===== src/rtl/arb_pkg.sv =====
// rtl/arb_pkg.sv - shared types, constants and round-robin pick for the chip-select arbiter
package arb_pkg;

    localparam int N_REQ = 8;
    localparam int ID_W  = 3;

    typedef enum logic [1:0] {
        IDLE  = 2'd0,
        GRANT = 2'd1,
        GAP   = 2'd2
    } arb_state_t;

    // Scan last_id+1, last_id+2, ... wrapping, with last_id itself checked last,
    // so the previous owner only wins again when nobody else is asking.
    function automatic logic [ID_W-1:0] rr_pick(input logic [N_REQ-1:0] req,
                                               input logic [ID_W-1:0]  last_id);
        logic [ID_W-1:0] id;
        logic [ID_W-1:0] cand;
        logic            found;
        id    = last_id;
        found = 1'b0;
        for (int i = 1; i <= N_REQ; i++) begin
            cand = last_id + ID_W'(i);
            if (!found && req[cand]) begin
                id    = cand;
                found = 1'b1;
            end
        end
        return id;
    endfunction

endpackage


===== src/rtl/grant_decoder_3to8.sv =====
// rtl/grant_decoder_3to8.sv - enabled 3-to-8 one-hot chip-select decoder
module grant_decoder_3to8
    import arb_pkg::*;
(
    input  logic             en,
    input  logic [ID_W-1:0]  sel,
    output logic [N_REQ-1:0] y
);

    // Single select line when enabled, all lines low otherwise.
    always_comb begin
        y = '0;
        if (en) begin
            y[sel] = 1'b1;
        end
    end

endmodule


===== src/rtl/rr_chip_select_arbiter.sv =====
// rtl/rr_chip_select_arbiter.sv - round-robin owner selection driving a shared chip-select decoder
module rr_chip_select_arbiter
    import arb_pkg::*;
#(
    parameter int MAX_HOLD = 16
) (
    input  logic             clk,
    input  logic             rst,
    input  logic [N_REQ-1:0] req,
    input  logic             done,
    output logic [N_REQ-1:0] gnt,
    output logic [ID_W-1:0]  gnt_id,
    output logic             gnt_valid,
    output logic             timeout
);

    localparam int              HC_W      = $clog2(MAX_HOLD);
    localparam logic [HC_W-1:0] HOLD_LAST = HC_W'(MAX_HOLD - 1);

    arb_state_t      state, state_n;
    logic [ID_W-1:0] id_q, id_n;
    logic [ID_W-1:0] last_id, last_id_n;
    logic [HC_W-1:0] hold_cnt, hold_n;
    logic            timeout_q, timeout_n;
    logic            normal_exit;
    logic            forced_exit;

    // Owner finishing or withdrawing always wins over the hold limit, so no timeout then.
    assign normal_exit = done || !req[id_q];
    assign forced_exit = (hold_cnt == HOLD_LAST);

    // State register and bookkeeping; reset mid-grant drops gnt with no GAP or pulse.
    always_ff @(posedge clk) begin
        if (rst) begin
            state     <= IDLE;
            id_q      <= '0;
            last_id   <= ID_W'(N_REQ - 1);
            hold_cnt  <= '0;
            timeout_q <= 1'b0;
        end else begin
            state     <= state_n;
            id_q      <= id_n;
            last_id   <= last_id_n;
            hold_cnt  <= hold_n;
            timeout_q <= timeout_n;
        end
    end

    // Next-state: arbitrate from IDLE/GAP, hold in GRANT until done, drop or limit.
    always_comb begin
        state_n   = state;
        id_n      = id_q;
        last_id_n = last_id;
        hold_n    = hold_cnt;
        timeout_n = 1'b0;
        case (state)
            IDLE, GAP: begin
                if (|req) begin
                    state_n = GRANT;
                    id_n    = rr_pick(req, last_id);
                    hold_n  = '0;
                end else begin
                    state_n = IDLE;
                end
            end
            GRANT: begin
                if (normal_exit || forced_exit) begin
                    state_n   = GAP;
                    last_id_n = id_q;
                    timeout_n = !normal_exit;
                end else if (hold_cnt != HOLD_LAST) begin
                    hold_n = hold_cnt + HC_W'(1);
                end
            end
            default: begin
                state_n = IDLE;
            end
        endcase
    end

    assign gnt_valid = (state == GRANT);
    assign gnt_id    = id_q;
    assign timeout   = timeout_q;

    grant_decoder_3to8 u_dec (
        .en  (gnt_valid),
        .sel (id_q),
        .y   (gnt)
    );

endmodule


===== config.mk =====
export PLATFORM = sky130hd
export DESIGN_NAME = rr_chip_select_arbiter
export DESIGN_NICKNAME = d
export VERILOG_FILES = /design/src/rtl/arb_pkg.sv /design/src/rtl/grant_decoder_3to8.sv /design/src/rtl/rr_chip_select_arbiter.sv
export SDC_FILE = /design/constraint.sdc
export NUM_CORES = 1
export LEC_CHECK = 0
export ABC_AREA = 1
export CORE_UTILIZATION = 49
export DETAILED_ROUTE_END_ITERATION = 8
export PLACE_DENSITY_LB_ADDON = 0.15
export SLEW_MARGIN = 25
export SYNTH_ARGS = -nofsm -noshare
export SYNTH_HDL_FRONTEND = slang
export SYNTH_SLANG_ARGS = --single-unit

===== constraint.sdc =====
create_clock -name clk -period 4.5 [get_ports clk]
set_input_delay 0.45 -clock clk [delete_from_list [all_inputs] [get_ports clk]]
set_output_delay 0.45 -clock clk [all_outputs]
set_load 0.005 [all_outputs]

[Word level (Yosys, flattened, before mapping)]
Cells that the tools add are included.
Storage, ports and cells
  register bits after elaboration: 13
  word-level logic and storage cells: 117
  output and inout bits: 13
  bits of input ports: 11
Operators by class
  magnitude comparators: 10
  eq/ne operators: 8
  bitwise logic cells: 2
  reductions and logical operators: 27
  muxes and demuxes: 57
  add/sub/neg operators: 8
Operators by type and width (number)
  $lt A3 B4 Y1 const B: 9
  $mux W1: 32
  $bmux W1 S3: 9
  $mux W3: 8
  $add A3 B3 Y3 const B: 4
  $mux W4: 3
  $logic_not A1 Y1: 9
  $logic_and A1 B1 Y1: 8
  $mux W8: 1
  $pmux W4 S2: 1
  $reduce_or A8 Y1: 1
  $add A3 B2 Y3 const B: 2
  $add A4 B1 Y4 const B: 1
  $eq A4 B4 Y1 const B: 1
  $ne A2 B1 Y1 const B: 2
  $ne A2 B2 Y1 const B: 2
  $ne A4 B4 Y1 const B: 1
  $pmux W2 S2: 1
  $reduce_and A2 Y1: 2
  $reduce_and A4 Y1: 1
  $add A3 B1 Y3 const B: 1
  $demux W1 S3: 1
  $ge A3 B1 Y1 const B: 1
  $reduce_or A3 Y1: 1
  other kinds (8): 10

[Longest topological paths before layout]
Gate-level depths: netlist of the first run.
  word-level depth: 39
  mapped depth: 19
  gate-level depth less buffers: 17

[Hierarchy]
From an unflattened synthesis of the first run, not the netlist that was laid out.
Unflattened totals
  cells, all modules: 246
  area, all modules: 1413.9 um^2
By module, submodules not included
  rr_chip_select_arbiter: area an instance 1350.0 um^2, seq. area each 260.2 um^2, instances 1, cells an instance 229
  grant_decoder_3to8: area an instance 63.8 um^2, seq. area each 0.0 um^2, instances 1, cells an instance 17

[Worst setup path after synthesis of the first run]
Ideal clock, no wire load.
  path type: register to register
  from: register last_id[0]
  to: register id_q[1], in the netlist gnt_id[1]
  period minus slack after synthesis: 2.117 ns
  library setup time: 0.112 ns
  buffers on the path: 2
  slack: 2.383 ns
  arrival time: 2.005 ns
  data required time: 4.388 ns
  stages on the path, launching flop included: 17
  cell sequence: dfxtp_1 > inv_2 > buf_6 > ha_1 > buf_6 > inv_2 > nand3_2 > nand3_2 > nand2_4 > nor2_4 > nand3_2 > nor3_4 > nand2_1 > o21ai_1 > inv_1 > nand2_1 > nand2_1
On the way
  word-level cells in the longest chain between the ends: 39
  elaborated cells on any way between the ends: 66
  those cells by class: add/sub (7); mux (45); reduce/logical (14)
RTL lines
  start: declaration: line rr_chip_select_arbiter.sv:22  | logic [ID_W-1:0] last_id, last_id_n;
  start signal: assignment: line rr_chip_select_arbiter.sv:37  | last_id <= ID_W'(N_REQ - 1);
  start signal: assignment: line rr_chip_select_arbiter.sv:43  | last_id <= last_id_n;
  $add A3 B1 Y3: line arb_pkg.sv:23  | cand = last_id + ID_W'(i);
  $bmux W1 S3: line arb_pkg.sv:24  | if (!found && req[cand]) begin
  $mux W1 (not written as such): line arb_pkg.sv:24
  $mux W1: line arb_pkg.sv:24
  $mux W1: line rr_chip_select_arbiter.sv:58  | if (|req) begin
  $mux W1: line rr_chip_select_arbiter.sv:56  | case (state)
  $logic_not A1 Y1: line arb_pkg.sv:24
  $logic_and A1 B1 Y1: line arb_pkg.sv:24
  [23 not listed]
  $logic_not A1 Y1: line arb_pkg.sv:24
  $logic_and A1 B1 Y1: line arb_pkg.sv:24
  $mux W1: line arb_pkg.sv:24
  $mux W1: line rr_chip_select_arbiter.sv:58
  $mux W1: line rr_chip_select_arbiter.sv:56
  $logic_not A1 Y1: line arb_pkg.sv:24
  $logic_and A1 B1 Y1: line arb_pkg.sv:24
  $mux W3 (*): line arb_pkg.sv:24
  end signal: assignment: line rr_chip_select_arbiter.sv:42  | id_q <= id_n;
  end: declaration: line rr_chip_select_arbiter.sv:21  | logic [ID_W-1:0] id_q, id_n;
Every way passes the cells marked *; elsewhere a longest branch is shown, timed or not. The select of a mux whose other input is x is not followed.
A chain may end at the register's enable or synchronous reset.

[Worst setup path in the final report of the first run]
Ends and elaborated chain as after synthesis.

==> summary.txt, run 1 <==
Synthesis
  – Syn avg cell area: 5.953 sq um
  – Flops & latches, synth: 13
  – Largest area contributor in the netlist: nand2_1
  – Cells after synthesis: 248
  – Syn nets: 262
  – Synth area leaders: nand2_1 (19%), dfxtp_1 (18%), nand3_1 (12%), inv_1 (7.4%), nand3_2 (6.1%)
  – Post-synthesis cell area: 1476 sq um
  – Seq/Total Area, Yosys: 17.63%
  – Library cells used by synthesis: 33
  – Share of the synthesized area in the top cell type: 19.07%
  – Syn. warnings: 0

Route
  – DRT iter0 DRCs: 81
  – Total number of vias: 1636
  – Top sig layer: met4
  – # DRC: 0
  – WL final: 3773 um
  – Remaining antenna violation count after routing: 0
  – Routed wl met3: 177 um
  – Drt wl/cell: 12.58 um
  – Vias per cell: 5.453
  – Wl on met1: 1796 um
  – DR WL met2: 1713 um
  – Pre-antenna DRT Iters: 5

STA
  – F_max: 0.3805 GHz
  – RSZ-0062 raised after global routing: no
  – Hold Vio Cnt, Final: 0
  – Setup_tns: 0 ns
  – Post-layout minimum cycle time: 2.628 ns
  – Worst slew pin tran: 0.5305 ns
  – Setup violations, final: 0
  – Rel. slew slack: 64.58%
  – Worst Skew: 0.009748 ns
  – Part of the cycle the worst path needs: 58.40%
  – Final Max Tran Viols: 0

Worst setup path
  – Crit end category: flip-flop
  – Slowest stage delay, CP: 0.59 ns
  – Crit path cell chain: inv_2, ha_1, inv_2, nand3_2, nand3_2, nand2_4, nor2_4, nand3_2, nor3_4, nand2_1, o21ai_1, inv_1, nand2_1, nand2_1
  – Critical Path RT: 4.68 ns
  – Critical path class: flip-flop to flip-flop
  – Slowest cell on the critical path: dfxtp_1
  – CP Launch Type: flip-flop
  – Critical path data arrival time: 2.81 ns
  – Max FO, Critical Path: 13

Final layout
  – Commonest cells after routing, fill and taps aside: nand2_1 (75), nand3_1 (35), inv_1 (29)
  – Commonest non-fill, non-tap cell in the layout: nand2_1
  – Total Nets Final: 284
  – Layout cells sized above 1: 12.27%
  – Synthesis-to-layout area growth: 16.61%
  – Cell area after layout: 1722 sq um
  – Antenna Cells: 0

CTS
  – Postcts setup bufs: 0
  – Cts hold-fix bufs: 0
  – # H-tree levels: 1
  – Reg clk slew, reported paths: 0.08 ns
  – Clk Latency, worst-skew pair: 0.27 ns
  – Clock Tree Buf Depth: 2
  – Total CTS buffers: 3
  – Post_cts resized: 0
  – CTS sink count: 13
  – CTS root buffer: clkbuf_4
  – CTS tree: yes

Floorplan
  – Die area: 3236 sq um
  – Initial Utilization: 52.63%
  – Core area: 2805 sq um
  – # IOs: 24
  – Die width: 56.89 um
  – Die Y: 56.89 um
  – FP Rows: 19

Global route
  – Overall routing resource usage: 24.72%
  – Grt total ovfl: 0
  – Global-route wire length before repair: 6348 um
  – Initial antenna violation count: 0
  – Largest net degree at the start of global routing: 14
  – Vias in the first global route: 1485

Placement
  – Routability cong.: 0.8935
  – Port bufs: 23
  – Placed inst area: 1695 sq um
  – Dpl hpwl: 3085 um

Min path
  – Worst hold-check path type: flip-flop to flip-flop

Flow run
  – Reported max-cap violation count: 0

Outcome
  – Status: finished clean

Power and ir drop
  – Max VDD drop: 0.3229 mV
  – P_leak: 0.0008626 uW
  – Pwr Density: 459.5 nW/um^2
==> logic make-up (layout without fill, tap and decap cells) <==
| family | after synthesis | in the layout | share of synthesized area [%] |
|---|---|---|---|
| buf+inv | 43 | 64 | 12.80 |
| compound gates | 24 | 24 | 9.916 |
| flops | 13 | 13 | 17.63 |
| xor+xnor | 4 | 4 | 4.153 |
| simple gates | 161 | 161 | 52.97 |
| fa+ha+maj | 3 | 3 | 2.543 |
==> cell usage after synthesis, drive strengths merged <==
| cell | count |
|---|---|
| a21oi | 9 |
| a41oi | 1 |
| and3 | 1 |
| buf | 5 |
| clkbuf | 1 |
| clkinv | 1 |
| dfxtp | 13 |
| ha | 3 |
| inv | 36 |
| nand2 | 81 |
| nand3 | 44 |
| nand4 | 7 |
| nor2 | 25 |
| nor3 | 2 |
| nor4 | 1 |
| o211ai | 1 |
| o21ai | 11 |
| o21bai | 2 |
| xnor2 | 2 |
| xor2 | 2 |
==> per-layer routing <==
metal / track usage [%] / vias up
met5: 0 / -
met4: 6.620 / 0
met3: 3.687 / 8
met2: 42.02 / 54
met1: 32.35 / 731
li1: - / 843
==> sequential cells by signal, indices dropped and copies added, names as in the netlist <==
name	count
state	2
timeout	1
hold_cnt	4
last_id	3
gnt_id	3
==> where the power goes <==
group | switching, uW | internal, uW
Combinational | 343 | 201
Clock | 35.5 | 34.3
Sequential | 41.7 | 136
==> final timing paths <==
check / depth (start not counted) / slack (ns) / startpoint / end
max: 14 / 1.87 / last_id[0]$_SDFFE_PP1N_ / gnt_id[1]$_SDFFE_PP0P_
min: 2 / 0.49 / hold_cnt[1]$_SDFFE_PP0P_ / hold_cnt[1]$_SDFFE_PP0P_
max reg2reg: 14 / 1.87 / last_id[0]$_SDFFE_PP1N_ / gnt_id[1]$_SDFFE_PP0P_
min reg2reg: 2 / 0.49 / hold_cnt[1]$_SDFFE_PP0P_ / hold_cnt[1]$_SDFFE_PP0P_
==> final cells by class <==
cell class,count,area [sq um]
Fill cell,269,1084
Multi-Input combinational cell,192,1027
Sequential cell,13,260.3
Timing Repair Buffer,23,230.2
Inverter,37,138.9
Tap cell,31,38.79
Clock buffer,4,26.28
==> critical path: cells and delay by family (launching register included) <==
kind            cells  cell delay (ns)
compound gates      1             0.12
simple gates        9             0.98
buf+inv             3             0.39
fa+ha+maj           1             0.45
flops               1             0.59
==> per-stage QoR <==
stage / util (%) / std cells / setup slack, ns / power, uW / hold slack, ns
6_report: 61.37 / 300 / 1.872 / 791.0 / 0.4897
5_1_grt: 61.37 / 300 / 1.612 / 865.5 / 0.5062
4_1_cts: 61.37 / 300 / 1.904 / 789.3 / 0.4905
3_5_place_dp: 60.44 / 296 / 1.918 / 717.6 / 0.4739
3_3_place_gp: 60.44 / 296 / 1.923 / 717.0 / 0.4761
2_1_floorplan: - / 248 / 2.383 / 589.2 / 0.4475
(Power assumes the default switching activity.)
==> inputs of run 2 (changes only) <==
==> constraint.sdc (replaced) <==
create_clock -name clk -period 2.5 [get_ports clk]
set_input_delay 0.25 -clock clk [delete_from_list [all_inputs] [get_ports clk]]
set_output_delay 0.25 -clock clk [all_outputs]
set_load 0.005 [all_outputs]
==> summary.txt, run 2 (synthesis results as in run 1) <==
Outcome
  – Status: finished clean

CTS
  – Cts hold-fix bufs: 0 (unchanged)
  – CTS root buffer: clkbuf_4
  – Total CTS buffers: 3 (unchanged)
  – Post_cts resized: 0 (unchanged)
  – CTS sink count: 13 (unchanged)
  – Reg clk slew, reported paths: 0.08 ns (about the same)
  – Clock Tree Buf Depth: 2 (unchanged)
  – CTS tree: yes
  – Clk Latency, worst-skew pair: 0.28 ns (about the same)
  – Postcts setup bufs: 0 (unchanged)
  – # H-tree levels: 1 (unchanged)

Final layout
  – Fill count: 280 (+4.1%)
  – Register area: 260.3 sq um (unchanged)
  – Synthesis-to-layout area growth: 17.88%
  – Cell area after layout: 1740 sq um (+1.1%)
  – Commonest non-fill, non-tap cell in the layout: nand2_1
  – Antenna Cells: 0 (unchanged)
  – Max reg flops: 4 (unchanged)
  – Layout cells sized above 1: 13.65% (+1.4 points)
  – Final core occ: 62.04% (+0.67 points)
  – Total Nets Final: 286 (+0.70%)
  – Commonest cells after routing, fill and taps aside: nand2_1 (75), nand3_1 (35), inv_1 (29)
  – Largest reg by FF count: hold_cnt
  – Area occupied by multi-input gates: 1030 sq um (+0.24%)

Worst setup path
  – Critical path depth in cells: 14 (unchanged)
  – Crit end category: flip-flop
  – Delay-heaviest family, CP: simple AND/OR/NAND/NOR gates
  – CP Launch Type: flip-flop
  – Slowest stage delay, CP: 0.36 ns (-0.23 ns)
  – Buf/Inv on CP: 3 (unchanged)
  – Crit path from: last_id[0]$_SDFFE_PP1N_
  – Critical Path RT: 2.68 ns (-2.00 ns)
  – Slowest cell on the critical path: ha_2
  – Critical path class: flip-flop to flip-flop
  – Max FO, Critical Path: 11 (-2)
  – Crit path cell chain: inv_2, ha_2, inv_2, nand3_2, nand3_2, nand2_4, nor2_4, nand3_2, nor3_4, nand2_1, o21ai_1, inv_1, nand2_1, nand2_1
  – Critical path data arrival time: 2.34 ns (-0.47 ns)
  – FF-to-FF Start: last_id[0]$_SDFFE_PP1N_
  – Worst-case reg-to-reg path depth: 14 (unchanged)

Route
  – Vias per cell: 5.248 (-3.8%)
  – Total number of vias: 1585 (-3.1%)
  – Drt wl/cell: 11.63 um (-7.6%)
  – Pre-antenna DRT Iters: 4 (-1)
  – # DRC: 0 (unchanged)
  – DRT iter0 DRCs: 46 (-43%)
  – WL final: 3511 um (-6.9%)
  – Remaining antenna violation count after routing: 0 (unchanged)

Floorplan
  – Die width: 56.89 um (unchanged)
  – Die area: 3236 sq um (unchanged)
  – Die Y: 56.89 um (unchanged)
  – Initial Utilization: 52.63% (unchanged)
  – Core area: 2805 sq um (unchanged)
  – # IOs: 24 (unchanged)
  – FP Rows: 19 (unchanged)

STA
  – Rel. slew slack: 67.43% (+2.8 points)
  – RSZ-0062 raised after global routing: no
  – Worst slew pin tran: 0.4879 ns (-0.04264 ns)
  – Setup violations, final: 0 (unchanged)
  – Setup ws final: 0.3457 ns (-1.526 ns)
  – Worst Skew: 0.001487 ns (-0.008261 ns)
  – F_max: 0.4642 GHz (+22%)
  – Part of the cycle the worst path needs: 86.17% (+28 points)
  – Hold Vio Cnt, Final: 0 (unchanged)
  – Setup_tns: 0 ns (unchanged)
  – Post-layout minimum cycle time: 2.154 ns (-0.4737 ns)
  – Final Max Tran Viols: 0 (unchanged)

Power and ir drop
  – Max VDD drop: 0.5076 mV (+57%)
  – Pwr Density: 821.2 nW/um^2 (+79%)
  – P_leak: 0.0008717 uW (+1.1%)

Min path
  – Hold depth: 2 (unchanged)
  – Worst hold-check path type: flip-flop to flip-flop
  – Hold path start: hold_cnt[3]$_SDFFE_PP0P_

Global route
  – Largest net degree at the start of global routing: 13 (-1)
  – Initial antenna violation count: 0 (unchanged)
  – Overall routing resource usage: 23.70% (-1.0 points)
  – Global-route wire length before repair: 6141 um (-3.3%)
  – Grt total ovfl: 0 (unchanged)
  – Vias in the first global route: 1428 (-3.8%)

Placement
  – Dpl hpwl: 2870 um (-7.0%)
  – Pre-CTS setup slack: 0.2947 ns (-1.624 ns)
  – Port bufs: 23 (unchanged)
  – Placed inst area: 1710 sq um (+0.89%)
  – Routability cong.: 0.9320 (+4.3%)

Flow run
  – Reported max-cap violation count: 0 (unchanged)
-- run 2: cell types whose count changed in the layout (fill, tap and decap cells not counted) --
| cell | before | now |
|---|---|---|
| buf_4 | 0 | 2 |
| clkbuf_1 | 1 | 0 |
| clkinv_2 | 0 | 1 |
| ha_1 | 3 | 2 |
| ha_2 | 0 | 1 |
-- run 2: path summary, 6_finish.rpt --
check | to | slack (ns)
max reg2reg | gnt_id[1]$_SDFFE_PP0P_ | 0.35
min reg2reg | hold_cnt[3]$_SDFFE_PP0P_ | 0.50
min | hold_cnt[3]$_SDFFE_PP0P_ | 0.50
max | gnt_id[1]$_SDFFE_PP0P_ | 0.35
-- run 2: worst min-delay path, delay by kind of cell, from the launching register on --
family / cells / cell delay [ns]
and+or+nand+nor: 1 / 0.07
AOI/OAI and AO/OA: 1 / 0.05
DFF: 1 / 0.34
-- run 2: power breakdown --
group	internal (uW)	leakage, uW	switching, uW	total (uW)
clock	59.4	0.0000177	71.7	131
combinational	371	0.000747	626	997
sequential	244	0.000107	57.1	301
total	674	0.000872	755	1430
-- run 2: per-layer routing --
metal,vias up,track usage [%],share of wire [%]
met5,-,0,0
met3,7,3.687,4.7
met2,46,39.83,45
li1,851,-,-
met4,0,5.575,1.6
met1,681,31.60,49
-- run 2: stage by stage --
stage / hold slack [ns] / power, uW / instances
2_1_floorplan: 0.4106 / 1061 / 248
3_3_place_gp: 0.4678 / 1293 / 298
3_5_place_dp: 0.4774 / 1293 / 298
4_1_cts: 0.4902 / 1427 / 302
5_1_grt: 0.5148 / 1570 / 302
6_report: 0.4999 / 1429 / 302
-- run 2: cell type report --
| cell class | instances | area share [%] |
|---|---|---|
| multi-input cells | 192 | 59.17 |
| flip-flops and latches | 13 | 14.95 |
| repair buffers | 25 | 14.09 |
| inverters | 37 | 7.980 |
| well taps | 31 | 2.229 |
| clock buffers | 3 | 1.294 |
| clock inverters | 1 | 0.2876 |
==> inputs of run 3 (changes only) <==
--- a/config.mk
+++ b/config.mk
@@ -5,8 +5,9 @@
 export SDC_FILE = /design/constraint.sdc
 export NUM_CORES = 1
 export LEC_CHECK = 0
-export ABC_AREA = 1
+export ABC_AREA = 0
 export CORE_UTILIZATION = 49
+export CTS_CLUSTER_SIZE = 28
 export DETAILED_ROUTE_END_ITERATION = 8
 export PLACE_DENSITY_LB_ADDON = 0.15
 export SLEW_MARGIN = 25
==> constraint.sdc (replaced) <==
create_clock -name clk -period 2.75 [get_ports clk]
set_input_delay 0.275 -clock clk [delete_from_list [all_inputs] [get_ports clk]]
set_output_delay 0.275 -clock clk [all_outputs]
set_load 0.005 [all_outputs]
==> summary.txt, run 3 <==
Placement
  – Placed inst area: 1874 sq um (+9.6%)
  – Placed cell count: 243 (-18%)
  – Dpl hpwl: 3351 um (+17%)
  – Port bufs: 23 (unchanged)
  – Routability cong.: 0.9175 (-1.6%)

Route
  – # DRC: 1 (+1)
  – Total number of vias: 1635 (+3.2%)
  – Pre-antenna DRT Iters: 6 (+2)
  – Vias per cell: 6.619 (+26%)
  – Remaining antenna violation count after routing: 0 (unchanged)
  – Drt wl/cell: 17.51 um (+51%)
  – DRT iter0 DRCs: 84 (+83%)
  – WL final: 4326 um (+23%)

Worst setup path
  – Crit path cell chain: inv_1, ha_4, mux2i_1, buf_4, mux2_2, a221o_1, o21ai_0, o32ai_1, a211oi_2, o41ai_2
  – Critical Path RT: 2.93 ns (+0.25 ns)
  – Critical path class: flip-flop to flip-flop
  – Delay-heaviest family, CP: compound AO/OA/AOI/OAI gates
  – Max FO, Critical Path: 12 (+1)
  – Critical path data arrival time: 2.77 ns (+0.43 ns)
  – Crit end category: flip-flop
  – CP Launch Type: flip-flop
  – Slowest cell on the critical path: a221o_1
  – Buf/Inv on CP: 2 (-1)
  – Slowest stage delay, CP: 0.43 ns (+0.07 ns)

Global route
  – Grt total ovfl: 0 (unchanged)
  – Largest net degree at the start of global routing: 22 (+9)
  – M2 GR Usage: 45.35% (+5.5 points)
  – M1 GR Usage: 37.62% (+6.0 points)
  – Vias in the first global route: 1446 (+1.3%)
  – Overall routing resource usage: 27.38% (+3.7 points)
  – Initial antenna violation count: 0 (unchanged)
  – GR Util met3: 5.442% (+1.8 points)
  – GRT busiest layer: met2
  – Global-route wire length before repair: 6969 um (+13%)

Floorplan
  – Core area: 2829 sq um (+0.85%)
  – Initial Utilization: 53.30% (+0.66 points)
  – FP Rows: 19 (unchanged)
  – Die Y: 57.47 um (+1.0%)
  – Die width: 57.47 um (+1.0%)
  – # IOs: 24 (unchanged)
  – Die area: 3303 sq um (+2.0%)

Outcome
  – Status: complete, but fails checks
  – Failing checks: DRC

Power and ir drop
  – Power share of the sequential group: 20.1% (-1.0 points)
  – P_leak: 0.0007277 uW (-17%)
  – Switching share of power: 45.40% (-7.4 points)
  – Pint: 700.3 uW (+3.9%)
  – Pwr Density: 672.6 nW/um^2 (-18%)
  – Clk network pwr share: 9.9% (+0.7 points)
  – Max VDD drop: 0.4543 mV (-11%)
  – Psw: 582.2 uW (-23%)
  – Combinational Power Share: 70.0% (+0.2 points)

CTS
  – CTS sink count: 13 (unchanged)
  – CTS tree: yes
  – Clk Latency, worst-skew pair: 0.29 ns (about the same)
  – Cts hold-fix bufs: 0 (unchanged)
  – Total CTS buffers: 3 (unchanged)
  – Postcts setup bufs: 0 (unchanged)
  – CTS root buffer: clkbuf_4
  – Clock Tree Buf Depth: 2 (unchanged)
  – Reg clk slew, reported paths: 0.09 ns (about the same)
  – # H-tree levels: 1 (unchanged)

Final layout
  – Non-filler instance count after layout: 247 (-18%)
  – Largest reg by FF count: hold_cnt
  – Commonest cells after routing, fill and taps aside: nor2_1 (23), clkdlybuf4s50_1 (23), nand2_1 (17)
  – Final core occ: 67.40% (+5.4 points)
  – Layout cells sized above 1: 20.83% (+7.2 points)
  – Antenna Cells: 0 (unchanged)
  – Total Nets Final: 231 (-19%)
  – Synthesis-to-layout area growth: 26.47%
  – Cell area after layout: 1907 sq um (+9.6%)
  – Max reg flops: 4 (unchanged)

STA
  – Post-layout minimum cycle time: 2.588 ns (+0.4332 ns)
  – Setup violations, final: 0 (unchanged)
  – Tightest hold margin: 0.5280 ns (+0.02808 ns)
  – Worst slew pin tran: 0.4615 ns (-0.02639 ns)
  – F_max: 0.3865 GHz (-17%)
  – RSZ-0062 raised after global routing: no
  – Part of the cycle the worst path needs: 94.09% (+7.9 points)
  – Rel. slew slack: 68.35% (+0.92 points)
  – Hold Vio Cnt, Final: 0 (unchanged)
  – Worst Skew: 0.003086 ns (+0.001599 ns)
  – Final Max Tran Viols: 0 (unchanged)
  – Setup_tns: 0 ns (unchanged)

Synthesis
  – Main flop type after synthesis: dfxtp_1
  – Flops & latches, synth: 13 (unchanged)
  – Most common cell in the netlist: nor2_1
  – Library cells used by synthesis: 55 (+67%)
  – Cells after synthesis: 185 (-25%)
  – Syn. warnings: 0 (unchanged)
  – Post-synthesis cell area: 1508 sq um (+2.1%)
  – Syn nets: 199 (-24%)
  – Post-synth EDFFs: 0 (unchanged)
  – Synth area leaders: dfxtp_1 (17%), mux4_2 (9.0%), mux2i_1 (6.6%), nor2_1 (5.7%), mux2_2 (5.2%)
  – Share of the synthesized area in the top cell type: 17.26% (-1.8 points)
  – Synth async-reset ratio: 0% (unchanged)
  – Largest area contributor in the netlist: dfxtp_1
  – Seq/Total Area, Yosys: 17.26% (-0.37 points)
  – Syn avg cell area: 8.150 sq um (+37%)
  – Post-synth top cells: nor2_1 (23), nand2_1 (17), dfxtp_1 (13)

Flow run
  – Reported max-cap violation count: 0 (unchanged)

Min path
  – Worst hold-check path type: flip-flop to flip-flop
==> run 3: cell types whose count changed after synthesis, sizes merged, moves of 5 or more <==
cell and change:
nand4 -5, inv -31, nand2 -64, mux2 +9, nand3 -43, mux2i +10
mux4 +6, a211oi +5, nor3 +8
==> run 3: cell type report <==
type / instances / area, sq um
inverters: 5 / 18.77
well taps: 31 / 38.79
repair buffers: 38 / 342.8
flip-flops and latches: 13 / 261.5
fillers: 244 / 922.1
clock buffers: 4 / 26.28
multi-input cells: 156 / 1219
==> run 3: logic make-up after synthesis <==
family                     count (synthesis)  synth area share [%]
muxes                                     25                 22.82
AOI/OAI and AO/OA                         52                 25.89
buffers and inverters                     16                 4.897
adders and majority gates                  3                 2.490
DFF                                       13                 17.26
and+or+nand+nor                           71                 23.73
xor gates and xnor gates                   5                 2.904
==> run 3: final timing paths <==
| path | startpoint | endpoint | slack [ns] | cells after the start |
|---|---|---|---|---|
| min reg2reg | hold_cnt[1]$_SDFFE_PP0P_ | hold_cnt[1]$_SDFFE_PP0P_ | 0.53 | 2 |
| min | hold_cnt[1]$_SDFFE_PP0P_ | hold_cnt[1]$_SDFFE_PP0P_ | 0.53 | 2 |
| max | last_id[0]$_SDFFE_PP1N_ | gnt_id[1]$_SDFFE_PP0P_ | 0.16 | 10 |
| max reg2reg | last_id[0]$_SDFFE_PP1N_ | gnt_id[1]$_SDFFE_PP0P_ | 0.16 | 10 |
==> run 3: stage by stage <==
stage,power (uW),setup slack [ns]
6_report,1283,0.1624
5_1_grt,1359,0.01535
4_1_cts,1258,0.02696
3_5_place_dp,1131,0.05198
3_3_place_gp,1111,0.1790
2_1_floorplan,873.4,0.05464
==> run 3: per-layer routing <==
layer	up-vias	wire length [um]	part of all wire, %
met5	-	0	0
met4	0	41	0.95
met3	8	285	6.6
met2	76	2068	48
met1	786	1931	45
li1	765	-	-
==> run 3: power by group through the flow <==
| stage | combinational [uW] | sequential, uW | clock, uW |
|---|---|---|---|
| finish | 898 | 258 | 127 |
| global route | 959 | 263 | 137 |
| detailed placement | 869 | 263 | 0 |
| CTS | 872 | 259 | 127 |
| floorplan | 630 | 244 | 0 |
| global placement | 850 | 261 | 0 |
==> run 3: worst register-to-register path, cell delays in order, from the launching register on <==
cell	delay [ns]
dfxtp_2	0.38
inv_1	0.10
ha_4	0.38
mux2i_1	0.13
buf_4	0.16
mux2_2	0.26
a221o_1	0.43
o21ai_0	0.20
o32ai_1	0.11
a211oi_2	0.24
o41ai_2	0.10
==> run 3: what timing repair did <==
| action | 4_1_cts | 5_1_grt |
|---|---|---|
| setup endpoints to repair | 0 | 3 |
| endpoints found under the hold margin | 0 | 0 |
| resized for setup | 0 | 3 |
